$ cat config.mk
export PLATFORM = sky130hd
export DESIGN_NAME = data_path
export DESIGN_NICKNAME = d
export VERILOG_FILES = /design/src/rtl/data_path.sv
export SDC_FILE = /design/constraint.sdc
export NUM_CORES = 1
export LEC_CHECK = 0
export BUFFER_PORTS_ARGS = -buffer_cell sky130_fd_sc_hd__buf_2
export CELL_PAD_IN_SITES_DETAIL_PLACEMENT = 1
export CELL_PAD_IN_SITES_GLOBAL_PLACEMENT = 1
export CORE_MARGIN = 2
export CORE_UTILIZATION = 34
export CTS_CLUSTER_SIZE = 12
export DETAILED_ROUTE_END_ITERATION = 8
export PLACE_DENSITY_LB_ADDON = 0.1
export SYNTH_ARGS = -nofsm -noshare
export SYNTH_HDL_FRONTEND = slang
export SYNTH_SLANG_ARGS = --single-unit
$ cat constraint.sdc
create_clock -name clock -period 4.5 [get_ports clock]
set_input_delay 0.45 -clock clock [delete_from_list [all_inputs] [get_ports clock]]
set_output_delay 0.45 -clock clock [all_outputs]
set_load 0.01 [all_outputs]
$ cat src/rtl/data_path.sv
// Register-file datapath: NUM_REGS x WIDTH registers, a dedicated R1 port, addressed ports and a 4-function ALU.
// Optional macro DATAPATH_BYPASS_EN forwards same-cycle write data onto the read ports.
module data_path #(
    parameter int WIDTH    = 8,
    parameter int NUM_REGS = 8,
    localparam int AW      = (NUM_REGS > 1) ? $clog2(NUM_REGS) : 1
) (
    input  logic             clock,
    input  logic             clear,
    input  logic             write_enable1,
    input  logic [WIDTH-1:0] write_data1,
    output logic [WIDTH-1:0] read_data1,
    input  logic             wr_en,
    input  logic [AW-1:0]    wr_addr,
    input  logic [WIDTH-1:0] wr_data,
    input  logic [AW-1:0]    rd_addr_a,
    output logic [WIDTH-1:0] rd_data_a,
    input  logic [AW-1:0]    rd_addr_b,
    output logic [WIDTH-1:0] rd_data_b,
    input  logic [1:0]       alu_op,
    output logic [WIDTH-1:0] alu_result,
    output logic             alu_zero
);

    logic [WIDTH-1:0] regs_r [NUM_REGS];
    logic [WIDTH-1:0] rd_a_s;
    logic [WIDTH-1:0] rd_b_s;
    logic [WIDTH-1:0] r1_s;
    logic [WIDTH-1:0] alu_s;

    // Non-power-of-two register counts leave addresses that map to nothing.
    function automatic logic addr_ok(input logic [AW-1:0] addr);
        return (32'(addr) < 32'(NUM_REGS));
    endfunction

    // Stored value at addr, with optional forwarding of this cycle's write.
    function automatic logic [WIDTH-1:0] read_port(
        input logic [AW-1:0]    addr,
        input logic [WIDTH-1:0] stored,
        input logic             we1,
        input logic [WIDTH-1:0] wd1,
        input logic             we,
        input logic [AW-1:0]    wa,
        input logic [WIDTH-1:0] wd
    );
        logic [WIDTH-1:0] val;
        if (!addr_ok(addr)) begin
            val = {WIDTH{1'b0}};
        end else begin
            val = stored;
`ifdef DATAPATH_BYPASS_EN
            if (we1 && (addr == AW'(1))) begin
                val = wd1;
            end else if (we && addr_ok(wa) && (wa == addr)) begin
                val = wd;
            end else begin
                val = stored;
            end
`endif
        end
        return val;
    endfunction

    // Register file update; the dedicated R1 port beats the general port on a collision.
    always_ff @(posedge clock or negedge clear) begin
        if (!clear) begin
            for (int i = 0; i < NUM_REGS; i++) begin
                regs_r[i] <= {WIDTH{1'b0}};
            end
        end else begin
            for (int i = 0; i < NUM_REGS; i++) begin
                if (write_enable1 && (i == 1)) begin
                    regs_r[i] <= write_data1;
                end else if (wr_en && addr_ok(wr_addr) && (32'(wr_addr) == 32'(i))) begin
                    regs_r[i] <= wr_data;
                end else begin
                    regs_r[i] <= regs_r[i];
                end
            end
        end
    end

    // Read ports, including the always-visible R1 path.
    always_comb begin
        rd_a_s = {WIDTH{1'b0}};
        rd_b_s = {WIDTH{1'b0}};
        r1_s   = {WIDTH{1'b0}};
        if (addr_ok(rd_addr_a)) begin
            rd_a_s = read_port(rd_addr_a, regs_r[rd_addr_a], write_enable1, write_data1,
                               wr_en, wr_addr, wr_data);
        end else begin
            rd_a_s = {WIDTH{1'b0}};
        end
        if (addr_ok(rd_addr_b)) begin
            rd_b_s = read_port(rd_addr_b, regs_r[rd_addr_b], write_enable1, write_data1,
                               wr_en, wr_addr, wr_data);
        end else begin
            rd_b_s = {WIDTH{1'b0}};
        end
        r1_s = read_port(AW'(1), regs_r[1], write_enable1, write_data1,
                         wr_en, wr_addr, wr_data);
    end

    // ALU on the two read ports; sums and differences wrap modulo 2^WIDTH.
    always_comb begin
        alu_s = {WIDTH{1'b0}};
        case (alu_op)
            2'b00:   alu_s = rd_a_s + rd_b_s;
            2'b01:   alu_s = rd_a_s - rd_b_s;
            2'b10:   alu_s = rd_a_s & rd_b_s;
            2'b11:   alu_s = rd_a_s | rd_b_s;
            default: alu_s = {WIDTH{1'b0}};
        endcase
    end

    assign read_data1 = r1_s;
    assign rd_data_a  = rd_a_s;
    assign rd_data_b  = rd_b_s;
    assign alu_result = alu_s;
    assign alu_zero   = (alu_s == {WIDTH{1'b0}});

endmodule

; Word-level counts from Yosys, hierarchy flattened
; Index checks and enable logic that the tools add are counted.
[totals]
out_inout_bits = 33
wordCells = 47
register_bits = 64
in_bits = 31
[classes]
reduce_logical = 12
mux = 9
add_sub_neg = 2
n_eq_ne = 10
order_cmp = 2
n_bitwise = 4
[op_table]
columns = operator, n
row1 = binary-select mux 8 bit (select 3 bit), 2
row2 = 2-to-1 mux 8 bit, 6
row3 = case mux 8 bit (4 select lines), 1
row4 = "== test 3 bit, second input constant", 4
row5 = adder 8 bit, 1
row6 = AND 8 bit, 1
row7 = ">= comparator 4 bit, second input constant", 2
row8 = logical AND 1 bit, 8
row9 = logical NOT 8 bit, 1
row10 = NOT 3 -> 4 bit, 2
row11 = bitwise OR 8 bit, 1
row12 = subtractor 8 bit, 1
row13 = "== test 3 x 2 -> 1 bit, second input constant", 2
row14 = "== test 2 bit, second input constant", 2
row15 = "== test 3 x 1 -> 1 bit, second input constant", 1
row16 = logical NOT 3 bit, 1
row17 = "== test 2 x 1 -> 1 bit, second input constant", 1
row18 = logical NOT 2 bit, 1
row19 = nonzero test 2 bit, 1

; Longest topological paths before layout
[depth]
word_depth = 7
mapped_depth = 15
ltp_nobuf = 13

; Worst setup path after synthesis
; Ideal clock, no wire load.
[synth_timing]
path_kind = input-to-output
start = input port rd_addr_a[0]
end = output port alu_zero
n_path_buf = 2
required_ns = 4.050
setup_slack_ns = 0.095
arrival_time_ns = 3.955
cell_stages = 14
cell_sequence = clkbuf_1 > buf_2 > mux4_2 > mux2i_1 > ha_1 > inv_1 > fa_1 > a21o_1 > a21oi_1 > o21bai_1 > a2111o_1 > o221a_2 > nand4bb_1 > a31oi_1
[synth_between]
elab_chain_len = 7
elab_cells_between_ends = 10
classes_between = 2 x add/sub / 4 x mux / 3 x bitwise / 1 x reduce/logical
[synth_lines]
columns = item, line
row1 = start: declaration, 16  ; input logic [AW-1:0] rd_addr_a,
row2 = NOT 3 -> 4 bit (not written as such) *, 89  ; rd_a_s = read_port(rd_addr_a, regs_r[rd_addr_a], write_enable1, write_data1,
row3 = binary-select mux 8 bit (select 3 bit) *, 89
row4 = 2-to-1 mux 8 bit (not written as such) * (2 in series), 89
row5 = "subtractor 8 bit, or another cell as far along", 109  ; 2'b01: alu_s = rd_a_s - rd_b_s;
row6 = case mux 8 bit (4 select lines) *, 107  ; case (alu_op)
row7 = named net alu_result[6], 21  ; output logic [WIDTH-1:0] alu_result,
row8 = logical NOT 8 bit *, 120  ; assign alu_zero = (alu_s == {WIDTH{1'b0}});
row9 = end: declaration, 22  ; output logic alu_zero
; The timed path passes the listed nets; every way through them passes the cells marked *. The select of a mux whose other input is x is not followed.

; Final worst setup path
[layout_timing]
start = register regs_r (netlist bit read_data1[1])
end = output port alu_zero
[layout_between]
elab_chain_len = 6
elab_cells_between_ends = 12
classes_between = 2 x add/sub / 7 x mux / 2 x bitwise / 1 x reduce/logical
[layout_lines]
columns = item, line
row1 = start: declaration, 25  ; logic [WIDTH-1:0] regs_r [NUM_REGS];
row2 = start signal: indexed assignment, 68  ; regs_r[i] <= {WIDTH{1'b0}};
row3 = start signal: indexed assignment, 73  ; regs_r[i] <= write_data1;
row4 = start signal: indexed assignment, 75  ; regs_r[i] <= wr_data;
row5 = binary-select mux 8 bit (select 3 bit) (on tied branches), "89, 95"
row6 = 2-to-1 mux 8 bit (on tied branches) (2 in series), "89, 95"
row7 = "subtractor 8 bit, or another cell as far along", 109
row8 = case mux 8 bit (4 select lines) *, 107
row9 = logical NOT 8 bit *, 120
; Every way passes the cells marked *; elsewhere a longest branch is shown, timed or not. The select of a mux whose other input is x is not followed.

==> impl_results.md <==
* Status: complete, no violations
* CTS Buf Count at 9
* Final Hold Vio Count at 0
* Area growth from synthesis to layout at 22.90%
* Post-Syn Area at around 4300 um^2
* Ant diodes at 0
* Synthesized flop and latch total at 64
* Routed Antenna Nets at 0
* Worst path required time at approximately 4.1 ns
* Area occupied by multi-input gates at around 2500 um^2
* Worst r2r dst: regs_r[38]
* Mapped Cells at 324
* Rows at 40
* Sequential cell area fraction in the yosys report at 37.68%
* Share of the cycle needed by the critical path after routing at 95.31%
* Yosys top cell area share at a little under two fifths
* Worst Setup SP: read_data1[1]
* Sw frac at between 30 and 40%
* Clock buffer depth at 2
* Post-synth EDFFs at 0
* R2r setup slk at between 3 and 4 ns
* Clock-pin slew on the worst setup and hold paths at 0.05 ns
* PwrDens at a little under 500 nW/um^2
* Syn_nets at 366
* GRT overflow at 0
* Crit path cell chain: mux4_2 > mux2i_4 > ha_1 > nor2_1 > xnor2_1 > ha_1 > buf_4 > a21o_1 > a21oi_1 > o21bai_1 > a2111o_1 > o221a_2 > nand4bb_1 > a31oi_1 > buf_2
* First-pass GRT wire length at between 15000 and 20000 um
* Delay-heaviest family, CP: compound AO/OA/AOI/OAI gates
* Int Pwr at about 1.7 mW
* TritonCTS Sinks at 64
* Peak VDD IR at about 0.19 mV
* Total die area at 13410 um^2
* CTS tree: yes
* Die span in y at ~120 um
* Psw at between 800 and 900 uW
* Post-synthesis async set-or-reset flop share at 100.0%
* Reg2reg start: regs_r[38]
* DRT iter0 DRCs at 120
* Hold bufs inserted after CTS at 0
* Clk_skew at 0 ns
* Final critical-path required period at roughly 4.3 ns
* Leak Pwr at about 2.3 nW
* Post-synth top area cell: dfrtp_1
* Vias/cell at approximately 5.3
* Yosys Warn Count at 0
* H-Tree Depth at 3
* Post-layout nets at between 400 and 500
* Worst reg2reg path depth at 1
* Crit Path Max Fanout at 4
* Flop pwr share at 31.0%
* Initial antenna violation count at 0
* Distinct cells, synth at 45
* Largest stage delay, worst path at just over 0.5 ns
* DRT Pass-1 Iters at 4
* Setup WS pre-CTS at around 0.022 ns
* RD Place Congestion at between 0.7 and 0.8
* Crit end category: output port
* Share of layout cells above drive strength 1 at 52.55%
* Drt total wl at ~12000 um
* Combinational power share at 43.8%
* Total power at around 2.6 mW
* GRT Resource Usage Total at between 10% and 20%
* Later-pin clock latency in the skew report at approximately 0.33 ns
* Final Setup Violations at 0
* Part of the power in the clock network at between 20% and 30%
* Core box area at between 10000 and 15000 um^2
* Worst setup margin at between 0.2 and 0.25 ns
* Critical path type: flip-flop to output port
* Min-delay worst type: input pin to asynchronous set/reset pin
* Most Frequent Cell on Critical Path: ha_1
* Dominant synthesized flop cell: dfrtp_1
* Pin count of the biggest net entering global routing at 35
* Port buffer count at 63
* Vias in the first global route at about 3200
* Starting density of the core at around a third
* Final-report max-slew violation count at 0
* Worst path slowest cell: mux4_2
* IO Count at 64
* Largest cells by area after synthesis: dfrtp_1, mux2_2, mux4_2
* Total number of vias at around 3000
* Critical path launch point type: flip-flop
* Filler cells at around 1300
* Max-cap violation count at 0
* CTS root buf: clkbuf_16
* DP HPWL at ~9000 um
* CP bufs+invs at 2
* Highest clock rate at 233.2 MHz
* Register area at between 1500 and 2000 um^2
* DR DRC count at 0
* Worst hold margin at between 0.15 and 0.2 ns
* Drt wl/cell at 20.68 um
* Max_slew headroom at about 32%
* Syn Area/Cell at 13.12 um^2
* Least-Margin Pin Slew at around 1.0 ns
* WP data arrival at ~3.8 ns
* Die width at between 100 and 150 um
synthesized netlist by cell type, types with 5 or more instances:
library cell,instances
a21oi_1,12
maj3_1,5
xnor2_1,7
mux4_1,5
ha_1,10
mux2_2,61
o21ai_0,11
mux2i_1,18
buf_4,9
mux4_2,27
dfrtp_1,64
inv_1,14
nor2_1,11
clkbuf_1,8
nand2_1,14
cell type report:
class | count | share of cell area [%]
tap | 168 | 4.024
sequential | 64 | 30.68
multi-input combinational | 221 | 47.50
clock buffer | 14 | 5.246
timing repair buffer | 96 | 11.40
inverter | 16 | 1.150
through the flow:
step	TNS [ns]	cell area, um^2	util, %	cells
finish	0	5224	43.13	579
global route	-0.008426	5224	43.13	579
CTS	0	5189	42.84	578
detailed placement	0	4915	40.58	564
global placement	0	4915	40.58	564
floorplan	0	4250	-	324
routing by layer:
layer | share of wire [%] | track usage, % | vias up
met3 | 2.8 | 3.138 | 14
met1 | 47 | 24.92 | 1569
met4 | 1.3 | 6.667 | 0
met2 | 48 | 31.58 | 62
met5 | 0 | 0 | -
li1 | - | - | 1396
power groups by stage:
stage / Clock, mW / Combinational, mW / Sequential, mW
2_1_floorplan: 0 / 0.742 / 0.756
3_3_place_gp: 0 / 1.08 / 0.788
3_5_place_dp: 0 / 1.10 / 0.798
4_1_cts: 0.664 / 1.11 / 0.789
5_1_grt: 0.692 / 1.23 / 0.807
6_report: 0.644 / 1.12 / 0.791
sequential cells by signal (all words and copies together), names as in the netlist:
register,flops
read_data1,8
regs_r,56
worst max path at each step:
stage | to | cells after the start
floorplan | alu_zero | 14
global placement | alu_zero | 16
detailed placement | alu_zero | 16
CTS | alu_zero | 14
global route | alu_zero | 14
finish | alu_zero | 15
cells in the final DEF, fill, tap and decap left out, types with 3 or more instances in the layout:
cell | Yosys | layout
a21oi_1 | 12 | 9
a21oi_2 | 0 | 3
buf_2 | 1 | 63
buf_4 | 9 | 30
clkbuf_16 | 0 | 9
clkbuf_8 | 0 | 3
dfrtp_1 | 64 | 63
ha_1 | 10 | 10
inv_1 | 14 | 14
maj3_1 | 5 | 5
mux2_2 | 61 | 60
mux2i_1 | 18 | 17
mux2i_4 | 3 | 3
mux4_2 | 27 | 30
nand2_1 | 14 | 14
nand4b_1 | 3 | 3
nor2_1 | 11 | 11
o21ai_0 | 11 | 10
xnor2_1 | 7 | 7
repair_timing:
action | CTS | global route
buffers inserted | 0 | 1
setup endpoints to repair | 2 | 2
resized for setup | 3 | 11
logic make-up after synthesis:
logic type | after synthesis | synth area share [%]
AOI/OAI and AO/OA | 37 | 5.799
xor gates and xnor gates | 10 | 2.385
adders and majority gates | 16 | 4.592
buffers and inverters | 39 | 4.622
DFF | 64 | 37.68
muxes | 114 | 39.39
and+or+nand+nor | 44 | 5.534
Power figures use the tool's default switching activity.
